File: config.mk
export PLATFORM = sky130hd
export DESIGN_NAME = acc_alu_multicycle
export DESIGN_NICKNAME = d
export VERILOG_FILES = /design/src/rtl/acc_alu_multicycle.sv
export SDC_FILE = /design/constraint.sdc
export NUM_CORES = 1
export LEC_CHECK = 0
export CORE_ASPECT_RATIO = 0.75
export CORE_MARGIN = 3
export CORE_UTILIZATION = 40
export CTS_CLUSTER_DIAMETER = 40
export DETAILED_ROUTE_END_ITERATION = 8
export GPL_TIMING_DRIVEN = 0
export SLEW_MARGIN = 10
export SYNTH_ARGS = -nofsm -noshare
export SYNTH_HDL_FRONTEND = slang
export SYNTH_SLANG_ARGS = --single-unit
File: constraint.sdc
create_clock -name clk -period 7.9 [get_ports clk]
set_clock_uncertainty 0.15 [all_clocks]
set_input_delay 1.185 -clock clk [delete_from_list [all_inputs] [get_ports clk]]
set_output_delay 1.185 -clock clk [all_outputs]
set_load 0.05 [all_outputs]
File: src/rtl/acc_alu_multicycle.sv
// acc_alu_multicycle: 8085-style accumulator/ALU with Z/CY/S/P flags.
// Ports: clk, reset, start/op/operand in; busy, done, acc, prod_hi, z/cy/s/p out.
module acc_alu_multicycle #(
  parameter int WIDTH = 8,
  parameter logic [WIDTH-1:0] ACC_INIT = '0
) (
  input  logic             clk,
  input  logic             reset,
  input  logic             start,
  input  logic [3:0]       op,
  input  logic [WIDTH-1:0] operand,
  output logic             busy,
  output logic             done,
  output logic [WIDTH-1:0] acc,
  output logic [WIDTH-1:0] prod_hi,
  output logic             z,
  output logic             cy,
  output logic             s,
  output logic             p
);

  localparam int CW = $clog2(WIDTH + 1);
  localparam logic [3:0] OP_MUL = 4'hE;

  typedef enum logic [1:0] {
    IDLE,
    EXEC,
    MUL,
    FIN
  } state_t;

  state_t state, state_nx;

  logic [3:0]       op_q;
  logic [WIDTH-1:0] opd_q;
  logic [WIDTH-1:0] hi, lo;
  logic [CW-1:0]    cnt;
  logic             mul_last;

  logic [WIDTH:0]   ext;
  logic [WIDTH-1:0] res;
  logic             upd_acc, upd_f, ncy, clr_hi;
  logic [WIDTH:0]   msum;

  assign mul_last = (cnt == CW'(WIDTH));

  always_ff @(posedge clk or posedge reset) begin
    if (reset) state <= IDLE;
    else       state <= state_nx;
  end

  always_comb begin
    state_nx = state;
    busy     = 1'b1;
    done     = 1'b0;
    unique case (state)
      IDLE: begin
        busy = 1'b0;
        if (start) state_nx = (op == OP_MUL) ? MUL : EXEC;
      end
      EXEC: begin
        done     = 1'b1;
        state_nx = IDLE;
      end
      MUL: begin
        if (mul_last) state_nx = FIN;
      end
      FIN: begin
        done     = 1'b1;
        state_nx = IDLE;
      end
      default: state_nx = IDLE;
    endcase
  end

  // res feeds the flags for every flag-setting op; acc only takes it
  // when upd_acc is set (CMP sets flags but keeps acc).
  always_comb begin
    ext     = '0;
    res     = acc;
    upd_acc = 1'b0;
    upd_f   = 1'b0;
    ncy     = cy;
    clr_hi  = (op_q != 4'h0) && (op_q < OP_MUL);
    case (op_q)
      4'h1: begin
        res     = opd_q;
        upd_acc = 1'b1;
      end
      4'h2, 4'h3: begin
        ext = {1'b0, acc} + {1'b0, opd_q}
            + {{WIDTH{1'b0}}, (op_q == 4'h3) & cy};
        res     = ext[WIDTH-1:0];
        ncy     = ext[WIDTH];
        upd_acc = 1'b1;
        upd_f   = 1'b1;
      end
      4'h4, 4'h5, 4'h9: begin
        // 9-bit difference: bit WIDTH is the borrow
        ext = {1'b0, acc} - {1'b0, opd_q}
            - {{WIDTH{1'b0}}, (op_q == 4'h5) & cy};
        res     = ext[WIDTH-1:0];
        ncy     = ext[WIDTH];
        upd_acc = (op_q != 4'h9);
        upd_f   = 1'b1;
      end
      4'h6, 4'h7, 4'h8: begin
        unique case (1'b1)
          op_q == 4'h6: res = acc & opd_q;
          op_q == 4'h7: res = acc | opd_q;
          default:      res = acc ^ opd_q;
        endcase
        ncy     = 1'b0;
        upd_acc = 1'b1;
        upd_f   = 1'b1;
      end
      4'hA, 4'hB: begin
        res     = (op_q == 4'hA) ? acc + 1'b1 : acc - 1'b1;
        upd_acc = 1'b1;
        upd_f   = 1'b1;
      end
      4'hC: begin
        res     = {acc[WIDTH-2:0], acc[WIDTH-1]};
        ncy     = acc[WIDTH-1];
        upd_acc = 1'b1;
        upd_f   = 1'b1;
      end
      4'hD: begin
        res     = {acc[0], acc[WIDTH-1:1]};
        ncy     = acc[0];
        upd_acc = 1'b1;
        upd_f   = 1'b1;
      end
      default: ;
    endcase
  end

  // lo holds the multiplier (old acc) and is shifted out as hi grows
  assign msum = {1'b0, hi} + (lo[0] ? {1'b0, opd_q} : '0);

  always_ff @(posedge clk or posedge reset) begin
    if (reset) begin
      acc     <= ACC_INIT;
      prod_hi <= '0;
      z       <= 1'b0;
      cy      <= 1'b0;
      s       <= 1'b0;
      p       <= 1'b0;
      op_q    <= '0;
      opd_q   <= '0;
      hi      <= '0;
      lo      <= '0;
      cnt     <= '0;
    end else begin
      unique case (state)
        IDLE: begin
          if (start) begin
            op_q  <= op;
            opd_q <= operand;
            cnt   <= '0;
          end
        end
        EXEC: begin
          if (upd_acc) acc <= res;
          if (upd_f) begin
            z  <= (res == '0);
            s  <= res[WIDTH-1];
            p  <= ~^res;
            cy <= ncy;
          end
          if (clr_hi) prod_hi <= '0;
        end
        MUL: begin
          // first MUL cycle loads the working pair, then WIDTH steps
          if (cnt == '0) begin
            hi <= '0;
            lo <= acc;
          end else begin
            {hi, lo} <= {msum, lo[WIDTH-1:1]};
          end
          cnt <= cnt + CW'(1);
        end
        FIN: begin
          acc     <= lo;
          prod_hi <= hi;
          z       <= ({hi, lo} == '0);
          cy      <= (hi != '0);
          s       <= lo[WIDTH-1];
          p       <= ~^lo;
        end
        default: ;
      endcase
    end
  end

endmodule
# Yosys cells after proc, flatten, opt, wreduce, memory -nomap -nowiden
# Index checks and enable logic that the tools add are counted.
# totals
reg_bits	54
inputBits	15
# op_classes
bitwise	5
addsub	8
reduce_logical	25
magnitude_cmp	1
n_eq_ne	25
mux	29
# ops
cell	n
case mux 8 bit (7 select lines)	1
two-way mux 8 bit	6
case mux 8 bit (2 select lines)	3
== test 4 bit, second input constant	8
adder 8 x 8 -> 9 bit	2
== test 4 x 3 -> 1 bit, second input constant	4
zero test 16 bit	1
XNOR reduction 8 bit	2
AND reduction 2 bit	6
OR reduction 12 bit	1
inequality test 2 bit, second input constant	5
case mux 1 bit (2 select lines)	5
OR reduction 10 bit	1
adder 9 x 1 -> 9 bit	1
subtractor 8 x 8 -> 9 bit	1
subtractor 9 x 1 -> 9 bit	1
adder 8 x 1 -> 8 bit, second input constant	1
bitwise AND 8 bit	1
== test 4 x 2 -> 1 bit, second input constant	2
zero test 8 bit	1
OR 8 bit	1
case mux 4 bit (2 select lines)	1
nonzero test 8 bit	1
subtractor 8 x 1 -> 8 bit, second input constant	1
other kinds (22)	36

# Logic depth before layout (Yosys ltp)
# logic_depth
ltp_word	7
depth_mapped	19
ltp_nobuf	17

# Worst setup path after synthesis
# OpenSTA, ideal clock, no wires.
# synth_timing
path_kind	register to register
from	reg op_q[1]
to	reg p
t_arrival_ns	3.714
required_time_ns	7.620
setup_time_ns	0.130
synth_period_minus_slack_ns	3.994
slack_ns	3.906
path_stages_with_launch	17
cell_sequence	dfrtp_1 clkbuf_1 clkbuf_1 or3_1 fa_1 fa_1 o21a_1 o221ai_1 xor2_1 o21ai_0 a211oi_1 o21bai_1 ha_1 xnor2_1 xnor2_1 a21oi_1 o21ai_0
# synth_between
elab_chain_cells	7
elab_cells_between_ends	31
cone_classes	2 x add/sub; 14 x eq/ne; 6 x mux; 2 x bitwise; 7 x reduce/logical
# synth_lines
item	line	rtl
start: declaration	34	logic [3:0] op_q;
start signal: assignment	158	op_q <= op;
== test 4 x 3 -> 1 bit / == test 4 x 2 -> 1 bit (equally long branches)	-	
bitwise AND 1 bit, on equally long branches	101, 92	
subtractor 9 x 1 -> 9 bit / adder 9 x 1 -> 9 bit (equally long branches)	101, 92	
case mux 8 bit (7 select lines)	85	case (op_q)
XNOR reduction 8 bit	168	p <= ~^res;
two-way mux 1 bit	165	if (upd_f) begin
case mux 1 bit (2 select lines)	155	unique case (state)
end signal: assignment	168	
end signal: assignment	189	p <= ~^lo;
end: declaration	19	output logic p
# Parallel ways exist; a longest one is shown, timed or not. The select of a mux whose other input is x is not followed.
# A chain may end at the register's enable or synchronous reset.

# Worst setup path after layout
# Ends and elaborated chain as after synthesis.

==> qor.yml <==
cap_violations: 0
grt_pass1_vias: 4362
core.rowCount: 34
clock.fmax_mhz: 194
path_clk_slew_ns: 0.07
hold_path.class: "reg2reg"
synth_ff_type: "dfrtp_1"
htree_levels: 2
end_kind: "flop"
p_int_uw: 1040
synth.most_common_cell: "nor2_1"
synth_top_family_by_area: "compound AO/OA/AOI/OAI gates"
chipWidth_um: 133
relSlewSlack_pct: 49.7
yosys-top-cells-area: "dfrtp_1, ha_1, o21ai_0"
switching_share_pct: 50.5
netlist_top_cells_count: "nor2_1, dfrtp_1, ha_1, nand2_1, o21ai_0"
synthMuxAreaShare_pct: 1.67
synthesis.area_um2: 4810
synth_fp_nets: 646
synth_cell_types: 68
switchingPower_uw: 1060
synth_fa_ha_area_share_pct: 16.6
die_area_um2: 13400
drt_pre_antenna_iters: 5
drt-total-wl_mm: 15.6
status: "finished, final reports clean"
final-setup-viol-count: 0
whs_ns: 0.337
grt_pass1_wl_mm: 24.8
comb_power_share_pct: 67.9
grt_overflow: 0
vias: 4595
tightest_slew_ns: 0.749
wl_per_cell_um: 20.0
ir_drop_v: 0.000137
post-route-period-util_pct: 65.3
antenna_left: 0
hold_viol: 0
synth_xor_xnor_area_share_pct: 4.92
drc: 0
crit_fanout: 10
ios: 37
cts_buffers: 5
rsz0062_at_grt: "no"
syn_avg_cell_area_um2: 8.42
netlist.area_leader.share_pct: 28.1
drive_gt1_share_pct: 5.36
async_reset_ff_share_pct: 100
place.gp.congestion: 0.968
post-cts-setup-buffer-count: 0
cp-start-kind: "flop"
sequentialPowerShare_pct: 21.2
clk_path_buf_depth: 2
nets: 690
min_period_ns: 5.16
clock-sinks: 54
critical_path_class: "reg2reg"
dpl.hpwl_mm: 12.2
critPathRequiredTime_ns: 7.92
maxSlewViolCount: 0
synth-seq-cells: 54
synth_area_leader_cell: "dfrtp_1"
cts_root_buf: "clkbuf_16"
diodes: 0
netlist_instances: 571
fin_tns_setup_ns: 0
core_um2: 11700
worstPathArrival_ns: 5.17
hold_buffers: 0
grt.total_usage_pct: 23.6
drtIter0Drc: 485
clkLatencyLatePin_ns: 0.30
start_util_pct: 41.2
area_growth_pct: 15.4
cts_resized: 0
synth_edf_count: 0
synth_compound_area_share_pct: 26.8
grt_max_degree: 37
yosys.area_share.simple_pct: 16.4
portBuffers: 36
seq_area_frac_synth_pct: 28.1
antenna_found_initial: 0
clkPwrFrac_pct: 10.9
viasPerCell: 5.91
ys_warn_count: 0
power.leakage_uw: 0.00241
cts_tree: "built"
die_h_um: 101
power_density_nw_per_um2: 379
-- metal layers --
metal	global-route usage (%)	routed length (um)	vias up	part of all wire (%)
met5	0	0	-	0
met4	6.55	312	0	2.0
met3	4.29	1220	23	7.8
met2	32.7	6220	195	40
met1	37.1	7830	2228	50
li1	-	-	2149	-
-- worst max-delay path: stages (launching register included) --
cell	delay, ns
dfrtp_1	0.48
clkbuf_1	0.30
clkbuf_1	0.35
or3_1	0.48
fa_1	0.52
inv_1	0.05
ha_1	0.17
o21ai_0	0.42
a21boi_0	0.24
o22ai_1	0.18
xor2_1	0.20
nor2_1	0.10
o41ai_4	0.45
ha_1	0.32
xnor2_1	0.21
xnor2_1	0.10
a21oi_1	0.21
o21ai_0	0.11
-- cell usage in the layout (no fill, tap or decap), types with 10 or more instances in the layout --
cell type,n
a21oi_1,39
a22o_1,14
clkbuf_1,18
clkdlybuf4s50_1,36
dfrtp_1,54
ha_1,54
inv_1,39
nand2_1,51
nor2_1,56
nor2b_1,10
o21ai_0,46
or3_1,10
xnor2_1,20
-- worst paths after layout --
| check | start | to | slack (ns) | cells after the start |
|---|---|---|---|---|
| max | op_q[1] | p | 2.74 | 17 |
| min | p | p | 0.34 | 2 |
| max reg2reg | op_q[1] | p | 2.74 | 17 |
| min reg2reg | p | p | 0.34 | 2 |
| max in group asynchronous | reset | opd_q[7] | 6.00 | 3 |
| min in group asynchronous | reset | lo[2] | 1.05 | 2 |
-- per-stage QoR --
step | cell area [um^2] | utilization [%] | total power [uW] | std cells | worst slack [ns]
after global placement | 5370 | 46.1 | 1830 | 769 | 2.83
after CTS | 5540 | 47.5 | 2090 | 778 | 2.67
after floorplan | 4810 | - | 1460 | 571 | 3.91
final | 5550 | 47.6 | 2100 | 778 | 2.74
after detailed placement | 5390 | 46.2 | 1850 | 770 | 2.73
after global routing | 5550 | 47.6 | 2270 | 778 | 2.45
-- area by class of cell --
cell class	instances	area [um^2]
well taps	162	203
multi-input cells	449	3190
clock buffers	6	139
inverters	42	158
flip-flops and latches	54	1350
fillers	1161	6110
clock inverters	2	12.5
repair buffers	37	380
plain buffers	26	108
-- logic make-up after synthesis --
kind of cell / Yosys count
multiplexers: 8
adder cells (fa/ha/maj): 60
buffers and inverters: 68
XOR/XNOR: 27
AO/OA/AOI/OAI: 188
flip-flops: 54
AND/OR/NAND/NOR: 166
-- state kept, by name, indices dropped and copies added (netlist names) --
signal	cells
acc	8
z	1
op_q	4
opd_q	8
state	2
p	1
s	1
hi	8
cnt	4
lo	8
cy	1
prod_hi	8
-- power groups by stage --
stage | sequential [uW] | combinational [uW] | clock [uW]
floorplan | 504 | 953 | 0
global placement | 448 | 1380 | 0
detailed placement | 448 | 1400 | 0
CTS | 443 | 1420 | 234
global route | 453 | 1570 | 246
finish | 445 | 1430 | 230
Note: power is estimated with default switching activity, not from simulation.
